===== config.mk =====
export PLATFORM = sky130hd
export DESIGN_NAME = exe_mem_stage_reg
export DESIGN_NICKNAME = d
export VERILOG_FILES = /design/src/rtl/arm_pkg.sv /design/src/rtl/status_reg.sv /design/src/rtl/exe_mem_stage_reg.sv
export SDC_FILE = /design/constraint.sdc
export NUM_CORES = 1
export LEC_CHECK = 0
export ABC_CLOCK_PERIOD_IN_PS = 3900
export CORE_MARGIN = 4
export CORE_UTILIZATION = 43
export CTS_CLUSTER_DIAMETER = 50
export DETAILED_ROUTE_END_ITERATION = 8
export HOLD_SLACK_MARGIN = 0.06
export PLACE_DENSITY = 0.95
export SLEW_MARGIN = 20
export SYNTH_ARGS = -nofsm -noshare
export SYNTH_HDL_FRONTEND = slang
export SYNTH_HIERARCHICAL = 1
export SYNTH_SLANG_ARGS = --single-unit

===== constraint.sdc =====
create_clock -name clk -period 3.9 [get_ports clk]
set_input_delay 0.585 -clock clk [delete_from_list [all_inputs] [get_ports clk]]
set_output_delay 0.585 -clock clk [all_outputs]
set_load 0.03 [all_outputs]

===== src/rtl/arm_pkg.sv =====
// Shared definitions for the ARM core pipeline: status-register bit positions,
// default datapath widths and the MEM-stage control bundle.
package arm_pkg;

   localparam int SR_N = 3;
   localparam int SR_Z = 2;
   localparam int SR_C = 1;
   localparam int SR_V = 0;

   localparam int ARM_DATA_W = 32;
   localparam int ARM_REG_W  = 4;

   typedef struct packed {
      logic valid;
      logic wb_en;
      logic mem_r_en;
      logic mem_w_en;
   } mem_ctrl_t;

endpackage


===== src/rtl/status_reg.sv =====
// Four-bit flag register with load enable and synchronous active-low reset.
// Kept generic so it can be reused for banked saved-status registers.
module status_reg #(
   parameter logic [3:0] RST_VAL = 4'b0000
) (
   input  logic       clk,
   input  logic       rst,
   input  logic       ld,
   input  logic [3:0] d,
   output logic [3:0] q
);

   // Load new flags when enabled; reset takes priority.
   always_ff @(posedge clk) begin
      if (!rst)
         q <= RST_VAL;
      else if (ld)
         q <= d;
   end

endmodule


===== src/rtl/exe_mem_stage_reg.sv =====
// EXE->MEM pipeline register. Captures the ALU result, store data, destination
// and control bits, owns the NZCV status register and counts instructions that
// cross into MEM. Priority per edge: reset > flush > freeze > normal load.
module exe_mem_stage_reg
   import arm_pkg::*;
#(
   parameter int         DATA_W = ARM_DATA_W,
   parameter int         REG_W  = ARM_REG_W,
   parameter int         CNT_W  = 16,
   parameter logic [3:0] SR_RST = 4'b0000
) (
   input  logic              clk,
   input  logic              rst,
   input  logic              freeze,
   input  logic              flush,
   input  logic              exe_valid,
   input  logic              exe_wb_en,
   input  logic              exe_mem_r_en,
   input  logic              exe_mem_w_en,
   input  logic              exe_s,
   input  logic [REG_W-1:0]  exe_dest,
   input  logic [DATA_W-1:0] alu_res,
   input  logic [3:0]        alu_status,
   input  logic [DATA_W-1:0] val_rm,
   output logic              mem_valid,
   output logic              mem_wb_en,
   output logic              mem_mem_r_en,
   output logic              mem_mem_w_en,
   output logic [REG_W-1:0]  mem_dest,
   output logic [DATA_W-1:0] mem_alu_res,
   output logic [DATA_W-1:0] mem_val_rm,
   output logic [3:0]        sr,
   output logic              alu_carry,
   output logic              mem_is_load,
   output logic [CNT_W-1:0]  inst_cnt
);

   mem_ctrl_t ctrl_q;
   mem_ctrl_t ctrl_d;
   logic      load;
   logic      sr_ld;

   // A normal-load edge: neither flushed nor stalled.
   assign load  = !flush && !freeze;
   // Flags change only for a real instruction that asked for it (S bit).
   assign sr_ld = load && exe_valid && exe_s;

   // Control bits of a non-valid instruction are squashed so the bubble is clean.
   always_comb begin
      ctrl_d          = '0;
      ctrl_d.valid    = exe_valid;
      ctrl_d.wb_en    = exe_valid & exe_wb_en;
      ctrl_d.mem_r_en = exe_valid & exe_mem_r_en;
      ctrl_d.mem_w_en = exe_valid & exe_mem_w_en;
   end

   // Control register: flush inserts a bubble, freeze holds.
   always_ff @(posedge clk) begin
      if (!rst)
         ctrl_q <= '0;
      else if (flush)
         ctrl_q <= '0;
      else if (!freeze)
         ctrl_q <= ctrl_d;
   end

   // Data registers: load on every normal edge (even for bubbles), hold on flush/freeze.
   always_ff @(posedge clk) begin
      if (!rst) begin
         mem_dest    <= '0;
         mem_alu_res <= '0;
         mem_val_rm  <= '0;
      end else if (load) begin
         mem_dest    <= exe_dest;
         mem_alu_res <= alu_res;
         mem_val_rm  <= val_rm;
      end
   end

   // Retired-instruction counter; wraps silently.
   always_ff @(posedge clk) begin
      if (!rst)
         inst_cnt <= '0;
      else if (load && exe_valid)
         inst_cnt <= inst_cnt + 1'b1;
   end

   status_reg #(
      .RST_VAL (SR_RST)
   ) u_sr (
      .clk (clk),
      .rst (rst),
      .ld  (sr_ld),
      .d   (alu_status),
      .q   (sr)
   );

   assign mem_valid    = ctrl_q.valid;
   assign mem_wb_en    = ctrl_q.wb_en;
   assign mem_mem_r_en = ctrl_q.mem_r_en;
   assign mem_mem_w_en = ctrl_q.mem_w_en;

   // Registered carry feeds the ALU, so an S instruction sees the previous carry.
   assign alu_carry   = sr[SR_C];
   assign mem_is_load = ctrl_q.valid & ctrl_q.mem_r_en;

endmodule

# --- Word-level counts from Yosys, hierarchy flattened ---
# Index checks and enable logic that the tools add are counted.
totals:
  register_bits: 92
  inputBits: 81
  output_inout_bits: 94
classes:
  n_addsub: 1
  bitwise_logic: 5
  n_reduce_logical: 6
ops:
  columns: ["cell", "count"]
  rows:
  - ["$add A16 B1 Y16 const B", 1]
  - ["$and A1 B1 Y1", 4]
  - ["$logic_and A1 B1 Y1", 3]
  - ["$logic_not A1 Y1", 2]
  - ["$reduce_or A2 Y1", 1]
  - ["$not A1 Y1", 1]

# --- Longest topological paths before layout ---
logic_depth:
  depth_word: 4
  mapped_depth: 7
  depth_no_buf: 5

# --- Modules after synthesis ---
# The synthesis kept the hierarchy.
by_module_without_submodules:
  columns: ["mod", "n_inst", "cells_each", "area_each_um2", "seq_area_each_um2"]
  rows:
  - ["exe_mem_stage_reg", 1, 403, 3244.4, 1761.7]
  - ["status_reg", 1, 13, 156.4, 80.1]

# --- Worst setup path before layout ---
# No wires, ideal clock.
synth_path:
  path_kind: "input port to flip-flop"
  start: "input port freeze"
  end: "register inst_cnt[11]"
  setup_ps: 70
  arrival_time_ps: 2066
  required_ps: 3830
  slack_ps: 1763
  cell_stages: 7
  path_buffers: 3
  path_cell_list: "buf_6 -> or3b_4 -> buf_6 -> or2_1 -> buf_6 -> or4_1 -> a21oi_1"
synth_via:
  elab_chain_len: 3
synth_lines:
  columns: ["item", "line_no", "rtl"]
  rows:
  - ["from (decl)", "exe_mem_stage_reg.sv:14", "input logic freeze,"]
  - ["$logic_not A1 Y1", null, null]
  - ["$logic_and A1 B1 Y1", "exe_mem_stage_reg.sv:44", "assign load = !flush && !freeze;"]
  - ["$logic_and A1 B1 Y1", "exe_mem_stage_reg.sv:84", "else if (load && exe_valid)"]
  - ["to (signal assigned)", "exe_mem_stage_reg.sv:85", "inst_cnt <= inst_cnt + 1'b1;"]
  - ["to (decl)", "exe_mem_stage_reg.sv:35", "output logic [CNT_W-1:0] inst_cnt"]
# No other way between the ends.
# A chain may end at the register's enable or synchronous reset.

# --- Worst setup path after layout ---
layout_path:
  start: "input port freeze"
  end: "register mem_alu_res[24]"
layout_via:
  elab_chain_len: 2
layout_lines:
  columns: ["item", "line_no", "rtl"]
  rows:
  - ["$logic_not A1 Y1", null, null]
  - ["$logic_and A1 B1 Y1", "exe_mem_stage_reg.sv:44", null]
  - ["to (signal assigned)", "exe_mem_stage_reg.sv:75", "mem_alu_res <= alu_res;"]
  - ["to (decl)", "exe_mem_stage_reg.sv:30", "output logic [DATA_W-1:0] mem_alu_res,"]
# No other way between the ends.

==> impl_metrics.tcl <==
set metrics [dict create \
    status "completed" \
    drt_pass1_iterations 4 \
    finalHoldWorstSlack_ns 0.455 \
    synthTopCellsByArea "sky130_fd_sc_hd__dfxtp_1 (54%), sky130_fd_sc_hd__nand2_1 (16%), sky130_fd_sc_hd__a21oi_1 (11%)" \
    cts_h_tree_lvls 3 \
    mappedNetlistArea_um2 3400 \
    critPathCaptureType "flop" \
    root_buffer "sky130_fd_sc_hd__clkbuf_8" \
    number_of_nets_with_antenna_violations_after_detailed_routing 0 \
    routed_via_density 5.00 \
    cts_made_buffers 9 \
    synth_flop_cell "sky130_fd_sc_hd__dfxtp_1" \
    tritoncts_num_sinks 92 \
    antenna_diode_count 0 \
    cell_area_after_placement_um2 5170 \
    synth_compound_area_frac 0.131 \
    final_common_cell "sky130_fd_sc_hd__clkdlybuf4s50_1" \
    design.core.area_um2 7730 \
    std_cell_rows 32 \
    r2r_start "inst_cnt[3]" \
    multi_input_area_um2 1410 \
    crit_path_start_kind "primary input" \
    via_count 3397 \
    place_hpwl_um 7480 \
    hold_start "mem_val_rm[15]" \
    synth-xor-area-share 0.0232 \
    final_period_minus_worst_setup_slack_ns 2.39 \
    grt_pass1_wl_um 15900 \
    critical_path_arrival_ns 2.64 \
    dieHeight_um 96.9 \
    antenna_violations_before_repair 0 \
    post-synth-top-area-fraction 0.542 \
    drc 0 \
    preCtsSetupSlack_ns 1.19 \
    crit_required_ns 4.15 \
    final_cell_mix "sky130_fd_sc_hd__clkdlybuf4s50_1 (174), sky130_fd_sc_hd__nand2_1 (143), sky130_fd_sc_hd__dfxtp_1 (92), sky130_fd_sc_hd__a21oi_1 (75), sky130_fd_sc_hd__nor2_1 (13)" \
    routed_wire_length_per_instance_um 14.6 \
    power_per_cell_area_nw_per_um2 355 \
    setup_skew_after_layout_ns 0.0133 \
    post-synth-top-area-cell "sky130_fd_sc_hd__dfxtp_1" \
    arithmetic_cell_share_of_the_synthesized_area_counting_full_adders_half_adders_and_majority_gates 0.00368 \
    power.ir.vdd_worst_mv 0.255 \
    sequential_cell_area_um2 1840 \
    portion_of_netlist_area_occupied_by_mux_cells 0.0118 \
    n_fill_cell 595 \
    gpl.final_weighted_congestion 0.829 \
    setup_tns_ns 0 \
    buffer_ports.inserted 174 \
    finish.instance_area_um2 5350 \
    synth-edff-count 0 \
    clockBufferDepth 2 \
    netlist_instances 416 \
    grt.overflow.total 0 \
    layout-area-overhead-vs-synth_pct 57.2 \
    grtUsageTotal 0.205 \
    yosysWarningCount 6 \
    setup.worst_path.start "freeze" \
    synth_async_sr_flop_share 0 \
    synth_top_family_by_area "simple AND/OR/NAND/NOR gates" \
    first_global_vias 3493 \
    rsz0062_at_grt "false" \
    layout_cell_share_with_drive_strength_beyond_1 0.0381 \
    finalWirelength_um 9930 \
    final_cycle_utilization_of_the_critical_path 0.612 \
    syn_nets 498 \
    maxCapViolCount 0 \
    synth_seq_cells 92 \
    io_pins 175 \
    hold_class "reg -> reg" \
    timing.final.ws_setup_ns 1.51 \
    hold_viol_final 0 \
    initial_standard_cell_utilization_of_the_core 0.440 \
    final_nets 657 \
    worstPathCellList "clkdlybuf4s50_1, or2_2, buf_4, nand2_1, a21oi_1" \
    criticalPathCategory "in -> reg" \
    ctsResizeCount 0 \
    post_synth_num_cell_types 34 \
    detailed_route_iter0_violations 96 \
    width_of_the_die_um 96.9 \
    cts_hold_buf 0 \
    cts_setup_buffers 0 \
    critical_path_peak_fanout 36 \
    final-max-slew-violation-count 0 \
    worstMarginPinSlew_ns 0.704 \
    synth_seq_area_share 0.542 \
    power.leakage_nw 1.88 \
    die-area_um2 9400 \
    synthSimpleGateAreaFrac 0.243 \
    crit_path_top_delay_cell "sky130_fd_sc_hd__clkdlybuf4s50_1" \
    clock_insertion_delay_worst_skew_ns 0.34 \
    tritoncts "yes" \
    path_clk_slew_ns 0.09 \
    synth_area_per_cell_um2 8.17 \
    slew_headroom 0.530 \
    max_stage_delay_on_crit_path_ns 0.67 \
    grt_start_max_net_pins 45 \
    achievable-frequency_ghz 0.419 \
    finalSetupViolCount 0 \
]
cells by family after synthesis:
group	after synthesis
compound gates	85
mux	4
buf+inv	33
xor+xnor	9
simple gates	192
fa+ha+maj	1
flops	92
final timing paths:
check	end	slack [ns]	cells after the start
worst max-delay path	mem_alu_res[24]	1.51	5
worst max register to register	inst_cnt[11]	2.16	4
worst min-delay path	mem_val_rm[15]	0.46	2
worst min register to register	mem_val_rm[15]	0.46	2
synthesized netlist by cell type (all sizes together) (4+ instances only):
| cell type | n |
|---|---|
| mux2i | 4 |
| nand2 | 143 |
| buf | 8 |
| nor2b | 5 |
| xnor2 | 4 |
| nand3 | 6 |
| a21oi | 75 |
| dfxtp | 92 |
| xor2 | 5 |
| nor2 | 14 |
| clkbuf | 22 |
routing by layer:
metal  wire, µm  vias up  track usage
met4        354        0        0.104
met2       5050      130        0.366
met1       3760     1562        0.211
met3        767       29       0.0714
li1           -     1676            -
met5          0        -            0
cell type report:
class / count / share of cell area
clock buffers: 11 / 0.0246
clock inverters: 3 / 0.00749
inverters: 3 / 0.00211
multi-input cells: 291 / 0.264
flip-flops and latches: 92 / 0.345
well taps: 102 / 0.0239
repair buffers: 178 / 0.334
where the power goes:
part	switching, W	leakage, nW	internal, W
clock	0.000302	0.0890	0.000288
sequential	0.0000186	0.750	0.000973
combinational	0.000160	1.04	0.000155
worst max-delay path, delay by kind of cell:
kind / cells / cell delay, ns
buffers and inverters: 2 / 1.12
AND/OR/NAND/NOR: 2 / 0.68
AO/OA/AOI/OAI: 1 / 0.21
per-stage QoR:
stage / util / total power, W / instances
final: 0.692 / 0.00190 / 680
after global routing: 0.692 / 0.00198 / 680
after CTS: 0.692 / 0.00191 / 680
after detailed placement: 0.670 / 0.00133 / 666
after global placement: 0.670 / 0.00132 / 666
after floorplan: - / 0.00116 / 416
flip-flops by register name, indices dropped and copies added (netlist names):
| signal | flops |
|---|---|
| inst_cnt | 16 |
| mem_alu_res | 32 |
| mem_dest | 4 |
| mem_mem_r_en | 1 |
| mem_mem_w_en | 1 |
| mem_val_rm | 32 |
| mem_valid | 1 |
| mem_wb_en | 1 |
| u_sr/q | 4 |
No activity file was read; power rests on OpenSTA's default activity.
